--- config.mk ---
export PLATFORM = sky130hd
export DESIGN_NAME = m7232_useq
export DESIGN_NICKNAME = d
export VERILOG_FILES = /design/src/rtl/m7232_useq.sv
export SDC_FILE = /design/constraint.sdc
export NUM_CORES = 1
export LEC_CHECK = 0
export ABC_AREA = 1
export BUFFER_PORTS_ARGS = -buffer_cell sky130_fd_sc_hd__buf_2
export CORE_UTILIZATION = 35
export DETAILED_ROUTE_END_ITERATION = 6
export PLACE_DENSITY = 0.65
export SETUP_SLACK_MARGIN = 0.02
export SYNTH_ARGS = -nofsm -noshare
export SYNTH_HDL_FRONTEND = slang
export SYNTH_SLANG_ARGS = --single-unit
--- constraint.sdc ---
create_clock -name clk -period 6.9 [get_ports clk]
set_clock_uncertainty 0.2 [all_clocks]
set_input_delay 1.38 -clock clk [delete_from_list [all_inputs] [get_ports clk]]
set_output_delay 1.38 -clock clk [all_outputs]
set_load 0.02 [all_outputs]
--- src/rtl/m7232_useq.sv ---
// KD11 microprogram sequencer: holds uword/upc, next address = upf | bubc (or TRAP_UPC).
// A step shows rom_addr and clk_ir one cycle later and the new uword the cycle after; PAUSE waits for bus_done, STOP waits for ucont.
module m7232_useq #(
   parameter int              UA_W      = 8,
   parameter int              UW_W      = 48,
   parameter logic [UA_W-1:0] PWRUP_UPC = 8'o000,
   parameter logic [UA_W-1:0] TRAP_UPC  = 8'o376
) (
   input  logic            clk,
   input  logic            reset,
   input  logic            ustep,
   input  logic [5:0]      bubc,
   input  logic            bus_done,
   input  logic            force_trap,
   input  logic [UW_W-1:0] rom_data,
   input  logic            ubreak_en,
   input  logic [UA_W-1:0] ubreak_addr,
   input  logic            ucont,
   output logic [UA_W-1:0] rom_addr,
   output logic [UA_W-1:0] upc,
   output logic [UW_W-1:0] uword,
   output logic [4:0]      ubf,
   output logic            uword_valid,
   output logic            clk_ir,
   output logic            ustop
);

   typedef enum logic [1:0] {
      S_FETCH = 2'd0,
      S_VALID = 2'd1,
      S_PAUSE = 2'd2,
      S_STOP  = 2'd3
   } state_t;

   state_t          r_state;
   state_t          w_state_nxt;
   logic [UA_W-1:0] r_rom_addr;
   logic [UA_W-1:0] w_rom_addr_nxt;
   logic [UA_W-1:0] r_upc;
   logic [UA_W-1:0] w_upc_nxt;
   logic [UW_W-1:0] r_uword;
   logic [UW_W-1:0] w_uword_nxt;
   logic            r_valid;
   logic            w_valid_nxt;
   logic            r_clk_ir;
   logic            w_clk_ir_nxt;
   logic            r_ustop;
   logic            w_ustop_nxt;

   logic            w_step;
   logic            w_load_ir;
   logic            w_pause;
   logic            w_bp_hit;
   logic [7:0]      w_or_addr;
   logic [UA_W-1:0] w_next_addr;

   assign w_load_ir = r_uword[13];
   assign w_pause   = r_uword[14];

   // Plain bitwise OR: the branch bits select within an aligned dispatch block, never carry.
   assign w_or_addr   = r_uword[7:0] | {2'b00, bubc};
   assign w_next_addr = force_trap ? TRAP_UPC : UA_W'(w_or_addr);
   assign w_bp_hit    = ubreak_en && (r_rom_addr == ubreak_addr);

   always_comb begin
      w_state_nxt    = r_state;
      w_rom_addr_nxt = r_rom_addr;
      w_upc_nxt      = r_upc;
      w_uword_nxt    = r_uword;
      w_valid_nxt    = r_valid;
      w_clk_ir_nxt   = 1'b0;
      w_ustop_nxt    = r_ustop;
      w_step         = 1'b0;

      case (r_state)
         S_FETCH: begin
            w_uword_nxt = rom_data;
            w_upc_nxt   = r_rom_addr;
            w_valid_nxt = 1'b1;
            if (w_bp_hit) begin
               w_state_nxt = S_STOP;
               w_ustop_nxt = 1'b1;
            end else begin
               w_state_nxt = S_VALID;
            end
         end
         S_VALID: begin
            if (ustep) begin
               if (w_pause && !bus_done) begin
                  w_state_nxt = S_PAUSE;
               end else begin
                  w_step = 1'b1;
               end
            end
         end
         S_PAUSE: begin
            if (bus_done) begin
               w_step = 1'b1;
            end
         end
         S_STOP: begin
            if (ucont) begin
               w_ustop_nxt = 1'b0;
               w_state_nxt = S_VALID;
            end
         end
         default: begin
            w_state_nxt = S_FETCH;
         end
      endcase

      // clk_ir reflects the uword being left, not the one being fetched.
      if (w_step) begin
         w_rom_addr_nxt = w_next_addr;
         w_valid_nxt    = 1'b0;
         w_state_nxt    = S_FETCH;
         w_clk_ir_nxt   = w_load_ir;
      end
   end

   always_ff @(posedge clk or posedge reset) begin
      if (reset) begin
         r_state    <= S_FETCH;
         r_rom_addr <= PWRUP_UPC;
         r_upc      <= '0;
         r_uword    <= '0;
         r_valid    <= 1'b0;
         r_clk_ir   <= 1'b0;
         r_ustop    <= 1'b0;
      end else begin
         r_state    <= w_state_nxt;
         r_rom_addr <= w_rom_addr_nxt;
         r_upc      <= w_upc_nxt;
         r_uword    <= w_uword_nxt;
         r_valid    <= w_valid_nxt;
         r_clk_ir   <= w_clk_ir_nxt;
         r_ustop    <= w_ustop_nxt;
      end
   end

   assign rom_addr    = r_rom_addr;
   assign upc         = r_upc;
   assign uword       = r_uword;
   assign ubf         = r_uword[12:8];
   assign uword_valid = r_valid;
   assign clk_ir      = r_clk_ir;
   assign ustop       = r_ustop;

endmodule

=== Word level (Yosys, flattened, before mapping) ===
Cells that the tools add are included.
W data, S select, Z words.

* Bitwise logic cells: 1
* Reduce and logical (&&, ||, !) cells: 9
* Equal/unequal tests: 9
* Multiplexer cells: 17

{| class="wikitable"
|+ Operators by type and width
! kind !! number
|-
| $mux W2 || 5
|-
| $ne A3 B3 Y1 const B || 3
|-
| $eq A8 B8 Y1 || 1
|-
| $mux W1 || 8
|-
| $mux W8 || 1
|-
| $or A8 B6 Y8 || 1
|-
| $pmux W2 S3 || 1
|-
| $eq A2 B2 Y1 const B || 2
|-
| $ne A2 B2 Y1 const B || 2
|-
| $pmux W1 S2 || 2
|-
| $reduce_and A4 Y1 || 1
|-
| $reduce_bool A2 Y1 || 2
|-
| $reduce_bool A4 Y1 || 1
|-
| $reduce_and A3 Y1 || 1
|-
| $eq A2 B1 Y1 const B || 1
|-
| $logic_and A1 B1 Y1 || 2
|-
| $logic_not A2 Y1 || 1
|-
| $logic_not A1 Y1 || 1
|}

* Output and inout bits: 72
* Input port bits: 69
* Logic and storage cells: 43
* Register bits after elaboration: 69

=== Logic depth before layout (Yosys ltp) ===
Gate-level depths: netlist of the first run.

* Word-level depth: 7
* Gate-level depth with buffers: 11

=== Least setup slack after synthesis of the first run ===
OpenSTA, ideal clock, no wires.

* Path kind: input-to-reg
* From: input port bus_done
* To: register r_rom_addr[1] (netlist: rom_addr[1])
* Path slack: 4584 ps
* Path buffers: 1
* Cell stages on the path: 6
* Required time: 6575 ps
* Library setup time: 125 ps
* Arrival: 1992 ps
* Cells stage by stage: a22o_1 nand2_4 inv_6 buf_12 o31ai_4 o21ai_2

* Longest elaborated chain between the ends: 5
* Elaborated cells on any way between the ends: 6
* Those cells by class: 4 x mux; 2 x reduce/logical

{| class="wikitable"
|+ RTL lines
! element !! RTL line !! RTL
|-
| start: declaration || 13 || <nowiki>input logic bus_done,</nowiki>
|-
| $logic_not A1 Y1 || 89 || <nowiki>if (w_pause && !bus_done) begin</nowiki>
|-
| $logic_and A1 B1 Y1 || 89 ||
|-
| $mux W1 || 89 ||
|-
| $mux W1 || 88 || <nowiki>if (ustep) begin</nowiki>
|-
| $pmux W1 S2 (*) || 75 || <nowiki>case (r_state)</nowiki>
|-
| end signal: assignment || 132 || <nowiki>r_rom_addr <= w_rom_addr_nxt;</nowiki>
|-
| end: declaration || 37 || <nowiki>logic [UA_W-1:0] r_rom_addr;</nowiki>
|}

Every way passes the cells marked *; elsewhere a longest branch is shown, timed or not.
A chain may end at the register's enable or synchronous reset.

=== Final worst setup path of the first run ===
* From: register r_rom_addr[0] (netlist: rom_addr[0])
* To: output port rom_addr[0]

{| class="wikitable"
|+ RTL lines
! element !! RTL line !! RTL
|-
| end: declaration || 19 || <nowiki>output logic [UA_W-1:0] rom_addr,</nowiki>
|}

No word-level cell between the ends.

==> results of run 1 <==
==> worst max-delay path by stage <==
stage                        start     endpoint  slack (ps)  depth (start not counted)
floorplan                    reset       clk_ir        3580                          1
global placement    ubreak_addr[7]        ustop        4420                          9
detailed placement           reset       upc[3]        4400                          3
CTS                    rom_addr[0]  rom_addr[0]        4340                          1
global route           rom_addr[0]  rom_addr[0]        4320                          1
finish                 rom_addr[0]  rom_addr[0]        4370                          1
==> per-layer routing <==
layer	vias to the layer above	GRT usage [%]	wire, µm
li1	1304	-	-
met1	1151	20.7	3070
met2	85	26.9	3230
met3	12	3.38	361
met4	0	7.83	136
met5	-	0	0
==> area by class of cell <==
class	instances	area share (%)
Clock buffer	12	3.70
Inverter	26	2.61
Sequential cell	69	44.0
Multi-Input combinational cell	229	26.9
Tap cell	105	3.35
Clock inverter	4	1.21
Timing Repair Buffer	142	18.2
==> cells by family (layout without fill, tap and decap cells) <==
logic type / count (synthesis) / count (layout)
AO/OA/AOI/OAI: 32 / 32
XOR/XNOR: 2 / 2
adder cells (fa/ha/maj): 5 / 5
buffers and inverters: 45 / 184
flip-flops: 69 / 69
AND/OR/NAND/NOR: 190 / 190
==> placed cells by master (no fill, tap or decap), types with 3 or more instances in the layout <==
cell / netlist / layout
nand2_1: 175 / 175
dfrtp_1: 69 / 69
inv_2: 4 / 5
ha_1: 5 / 4
clkbuf_8: 0 / 10
nor2_1: 8 / 8
o21ai_2: 8 / 8
o21ai_0: 13 / 13
buf_2: 8 / 140
inv_1: 21 / 20
o31ai_1: 4 / 4
nand3_1: 3 / 3
==> where the power goes <==
| group | internal [µW] | switching (µW) |
|---|---|---|
| clock | 176 | 144 |
| combinational | 327 | 690 |
| sequential | 607 | 129 |
==> per-stage QoR <==
| step | hold WS (ps) | utilization [%] | area (µm²) |
|---|---|---|---|
| 2_1_floorplan | 339 | - | 3010 |
| 3_3_place_gp | 250 | 45.2 | 3730 |
| 3_5_place_dp | 254 | 45.2 | 3730 |
| 4_1_cts | 273 | 47.5 | 3930 |
| 5_1_grt | 299 | 47.5 | 3930 |
| 6_report | 268 | 47.5 | 3930 |
==> registers in the layout, indices dropped and copies added (netlist names) <==
signal and flops:
upc 8, uword 48, clk_ir 1, uword_valid 1
r_state 2, rom_addr 8, ustop 1
==> summary.txt, run 1 <==
Status
  • Status: completed

Setup path
  • CP Data Required Time: around 5300 ps
  • Reg-to-Reg Start: r_state[0]
  • FF-to-FF path depth: 9
  • CP delay by family, top: flip-flops
  • Buf/Inv on CP: 1
  • CP arrival: 950 ps
  • CP Launch Type: flop
  • Critical R2R Capture: r_state[1]
  • Largest stage delay, worst path: ~430 ps
  • Worst Path Max Fanout: 4
  • Critical-path cell list: buf_2
  • Crit Path Class: reg -> out
  • CP max stage cell: dfrtp_1
  • R2R setup slack: 4730 ps
  • Crit. End Element: primary output

STA
  • Minimum clock period: about 2500 ps
  • Worst setup margin: 4370 ps
  • Slew HR: 35.7%
  • Final Slew Violations: 0
  • Worst Tran Pin Value: 963 ps
  • Max Freq: 396 MHz
  • Fin Setup TNS: 0 ps
  • Period utilization: between 30% and 40%
  • RSZ-0062 raised after global routing: no
  • Setup violation total in the final timing report: 0
  • Final Hold Violating Endpoints: 0

Job
  • Max-cap violations: 0

Synthesis
  • Post-synthesis xor/xnor area fraction: less than 1%
  • Mapped Area: between 3000 and 4000 µm²
  • Yosys cell types: 25
  • Post-Synth Adder-Cell Area: under 10%
  • Syn_area_per_cell: just under 9 µm²
  • Dominant combinational cell family by area after synthesis: simple AND/OR/NAND/NOR gates
  • Prevailing post-synth register cell: dfrtp_1
  • Share of the yosys chip area belonging to registers: 57.4%
  • Ys Warns: 0
  • Flops & latches, synth: 69
  • Yosys top cell area share: 57.4%
  • Most common cell in the netlist: nand2_1
  • Number of synthesized flops with an enable pin: 0
  • Post-synthesis compound-gate area fraction: between 8 and 9%
  • Simple-gate share of the synthesized area: 24.3%
  • Post-synth ARST share: 100%
  • Mux share of post-synthesis cell area: 0%
  • Cell type with the largest total area after synthesis: dfrtp_1
  • Largest cells by area after synthesis: dfrtp_1, nand2_1, inv_1, o21ai_2, o21ai_0
  • Syn nets: between 400 and 500
  • Post-synth top cells: nand2_1, dfrtp_1, inv_1
  • Synthesized instance count: between 300 and 400

Route
  • Avg Vias per Cell: ~4.3
  • Vias: 2552
  • Post-Route WL: 6800 µm
  • Drt initial violations: 129
  • Drc violations: 0
  • Final ANT Viol Nets: 0
  • Drt first pass iters: 4
  • Drt wl/cell: 11.6 µm

Die
  • IO Count: 141
  • FP Rows: 33
  • DIE WIDTH: 94.7 µm
  • DIE AREA: 8970 µm²
  • Die Span Y: 94.7 µm
  • Initial Util: 36.4%
  • Core area: 8260 µm²

Final layout
  • Layout area overhead: 30.5%
  • Antenna cells: 0
  • Register area: 1730 µm²
  • Layout Cells excl Fill: 587
  • Fillers: 807
  • Multi-input logic area: approximately 1100 µm²
  • Final #Nets: about 550
  • Share of cells above drive strength 1: 36.7%

Clock network
  • # hold bufs at CTS: 0
  • # Post-CTS Setup Buffers: 0
  • CTS sink count: 69
  • Reg clk slew, reported paths: ~70 ps
  • Clk buf depth: 2
  • CTS tree: built
  • Root buffer cell: clkbuf_8
  • CTS Buf Count: 9
  • Post_cts resized: 0
  • Clk_lat worst skew: between 300 and 400 ps
  • CTS H-tree depth: 3

GRT
  • Tot GR Track Use: around 16%
  • GRT overflow: 0
  • Initial antenna violation count: 0
  • First-pass GRT wire length: 11300 µm
  • Pin count of the biggest net entering global routing: 70
  • Number of global-route vias before repair: 2529

Placement
  • HPWL Detailed: 4870 µm
  • Placer Congestion: 0.836
  • Cells after DPL: 571
  • IO Port Bufs: 140
  • Setup slack at placement: 4400 ps

Power and ir drop
  • Total power: 2070 µW
  • Pleak: 0.00227 µW
  • VDD IR max: 0.185 mV
  • P per Cell Area: 528 nW/µm²

Hold path
  • WHS Endpoint: uword[38]
  • Hold Path Depth: 2
  • Hold_sp: uword[38]
  • Min-delay worst type: reg -> reg
Note: power is estimated with default switching activity, not from simulation.
==> inputs of run 2 (changes only) <==
Settings changed: PLACE_DENSITY 0.65 to 0.67.
Clock period 6.9 ns to 2.3 ns, I/O delays scaled along.
==> run 2 against run 1 <==
Compared with the run above:
- utilization is 0.74 points higher
- sequential share of layout area down 0.68 points
- combinational power increased to 3.0 times the previous value
- global-route usage shrank 0.37 points
- die area stayed put
- final cell count up 0.68%
- wire length shrank 1.0%
- clock power grew to 3.0 times the previous value
- critical endpoint is now r_state[0]
- largest power group unchanged
==> summary.txt, run 2 (synthesized netlist as in run 1, its figures left out) <==
Status
  • Status: completed

Final layout
  • Fillers: about 830
  • Final #Nets: 555
  • Most frequent cells in the layout: nand2_1, buf_2, dfrtp_1
  • Post-route cell area: ~4000 µm²
  • Max reg flops: 48
  • Most common cell after layout, fill and taps aside: nand2_1
  • Layout area overhead: 32.6%
  • Antenna cells: 0
  • Share of cells above drive strength 1: between 30% and 40%

Hold path
  • Hold Path Depth: 3
  • Hold_sp: rom_data[10]
  • Min-delay worst type: in -> reg

STA
  • Minimum clock period: 1810 ps
  • Setup violation total in the final timing report: 0
  • Final Hold Violating Endpoints: 0
  • Fin Setup TNS: 0 ps
  • RSZ-0062 raised after global routing: no
  • Period utilization: between 70% and 80%
  • Max Freq: 552 MHz
  • Hold_ws: roughly 120 ps
  • Worst setup margin: 487 ps
  • Worst Tran Pin Value: 546 ps
  • Final Slew Violations: 0
  • Slew HR: about 64%

Clock network
  • Root buffer cell: clkbuf_8
  • CTS tree: built
  • # hold bufs at CTS: 1
  • # Post-CTS Setup Buffers: 0
  • Post_cts resized: 0
  • CTS H-tree depth: 3
  • Clk buf depth: 2
  • Clk_lat worst skew: 330 ps
  • Reg clk slew, reported paths: roughly 70 ps
  • CTS Buf Count: 9
  • CTS sink count: 69

Power and ir drop
  • P per Cell Area: between 1500 and 2000 nW/µm²
  • Sw power: 2880 µW
  • Total power: 6260 µW
  • VDD IR max: 0.689 mV
  • Internal cell power: 3380 µW
  • Clock network fraction of total power: 15.3%
  • Sw Ratio: 46.0%
  • Sequential share of power: 35.3%
  • Pleak: 0.00229 µW
  • Comb pwr share: 49.4%

Die
  • DIE AREA: approximately 9000 µm²
  • Initial Util: between 30% and 40%
  • Core area: 8260 µm²
  • IO Count: 141
  • FP Rows: 33
  • Die Span Y: ~95 µm
  • DIE WIDTH: around 95 µm

Route
  • Avg Vias per Cell: 4.33
  • Drc violations: 0
  • Final ANT Viol Nets: 0
  • Drt wl/cell: 11.4 µm
  • Drt first pass iters: 4
  • Vias: 2559
  • Drt initial violations: 78
  • Post-Route WL: 6730 µm

Placement
  • IO Port Bufs: 140
  • DP Area: between 3000 and 4000 µm²
  • Setup slack at placement: 473 ps
  • Placer Congestion: 0.757
  • HPWL Detailed: 5140 µm

Setup path
  • CP Data Required Time: 2310 ps
  • WP depth: 9
  • Critical-path cell list: inv_1 -> ha_2 -> inv_1 -> nor2_2 -> nand2_4 -> inv_6 -> nor2_1 -> nand2_1 -> o21ai_1
  • Crit Path Class: reg -> reg
  • CP max stage cell: dfrtp_1
  • Largest stage delay, worst path: 450 ps
  • CP delay by family, top: flip-flops
  • Critical path's most frequent cell: inv_1
  • Reg-to-Reg Start: r_state[0]
  • CP arrival: 1830 ps
  • Buf/Inv on CP: 3
  • FF-to-FF path depth: 9
  • CP Launch Type: flop
  • Crit. End Element: flop
  • Worst Path Max Fanout: 16
  • Crit path from: r_state[0]

GRT
  • Tot GR Track Use: ~16%
  • Number of global-route vias before repair: 2256
  • Initial antenna violation count: 0
  • Met2 GRT Util: 24.7%
  • First-pass GRT wire length: 10900 µm
  • Grt peak-use layer: met2
  • GR Util met3: 3.14%
  • GRT overflow: 0
  • Pin count of the biggest net entering global routing: 42
  • M1 GR Usage: 21.7%

Job
  • Max-cap violations: 0
run 2: changes by cell type in the layout (fill, tap and decap cells not counted):
cell           previous run  this run
inv_2                     5         4
buf_4                     2         3
buf_12                    0         2
clkinvlp_4                1         2
dlygate4sd3_1             0         1
run 2: per-layer routing:
layer	routed length, µm	share of wire, %	up-vias
met3	388	5.8	11
met1	3050	45	1138
met4	127	1.9	0
li1	-	-	1321
met5	0	0	-
met2	3160	47	89
run 2: worst paths after layout:
kind / endpoint / slack (ps)
setup / recovery: r_state[0] / 490
hold / removal: uword[10] / 120
setup reg to reg: r_state[0] / 490
hold reg to reg: uword[44] / 270
max in group asynchronous: rom_addr[7] / 820
min in group asynchronous: uword[37] / 530
run 2: through the flow:
stage	util, %	instances
floorplan	-	343
global placement	45.8	574
detailed placement	45.8	574
CTS	48.3	591
global route	48.3	591
finish	48.3	591
run 2: area by class of cell:
type | count | area [µm²] | share of cell area (%)
multi-input cells | 229 | 1060 | 26.5
repair buffers | 146 | 773 | 19.4
clock inverters | 4 | 47.5 | 1.19
well taps | 105 | 131 | 3.29
flip-flops and latches | 69 | 1730 | 43.3
inverters | 26 | 106 | 2.67
clock buffers | 12 | 145 | 3.64
run 2: tightest hold or removal path: cells and delay by family:
kind | cells | cell delay, ps
buf+inv | 1 | 70
simple gates | 2 | 90
run 2: power by group through the flow:
| stage | registers, µW | logic [µW] | clock network (µW) |
|---|---|---|---|
| 2_1_floorplan | 2910 | 1500 | 0 |
| 3_3_place_gp | 2210 | 3100 | 0 |
| 3_5_place_dp | 2220 | 3160 | 0 |
| 4_1_cts | 2210 | 3160 | 998 |
| 5_1_grt | 2290 | 3480 | 1060 |
| 6_report | 2210 | 3090 | 958 |
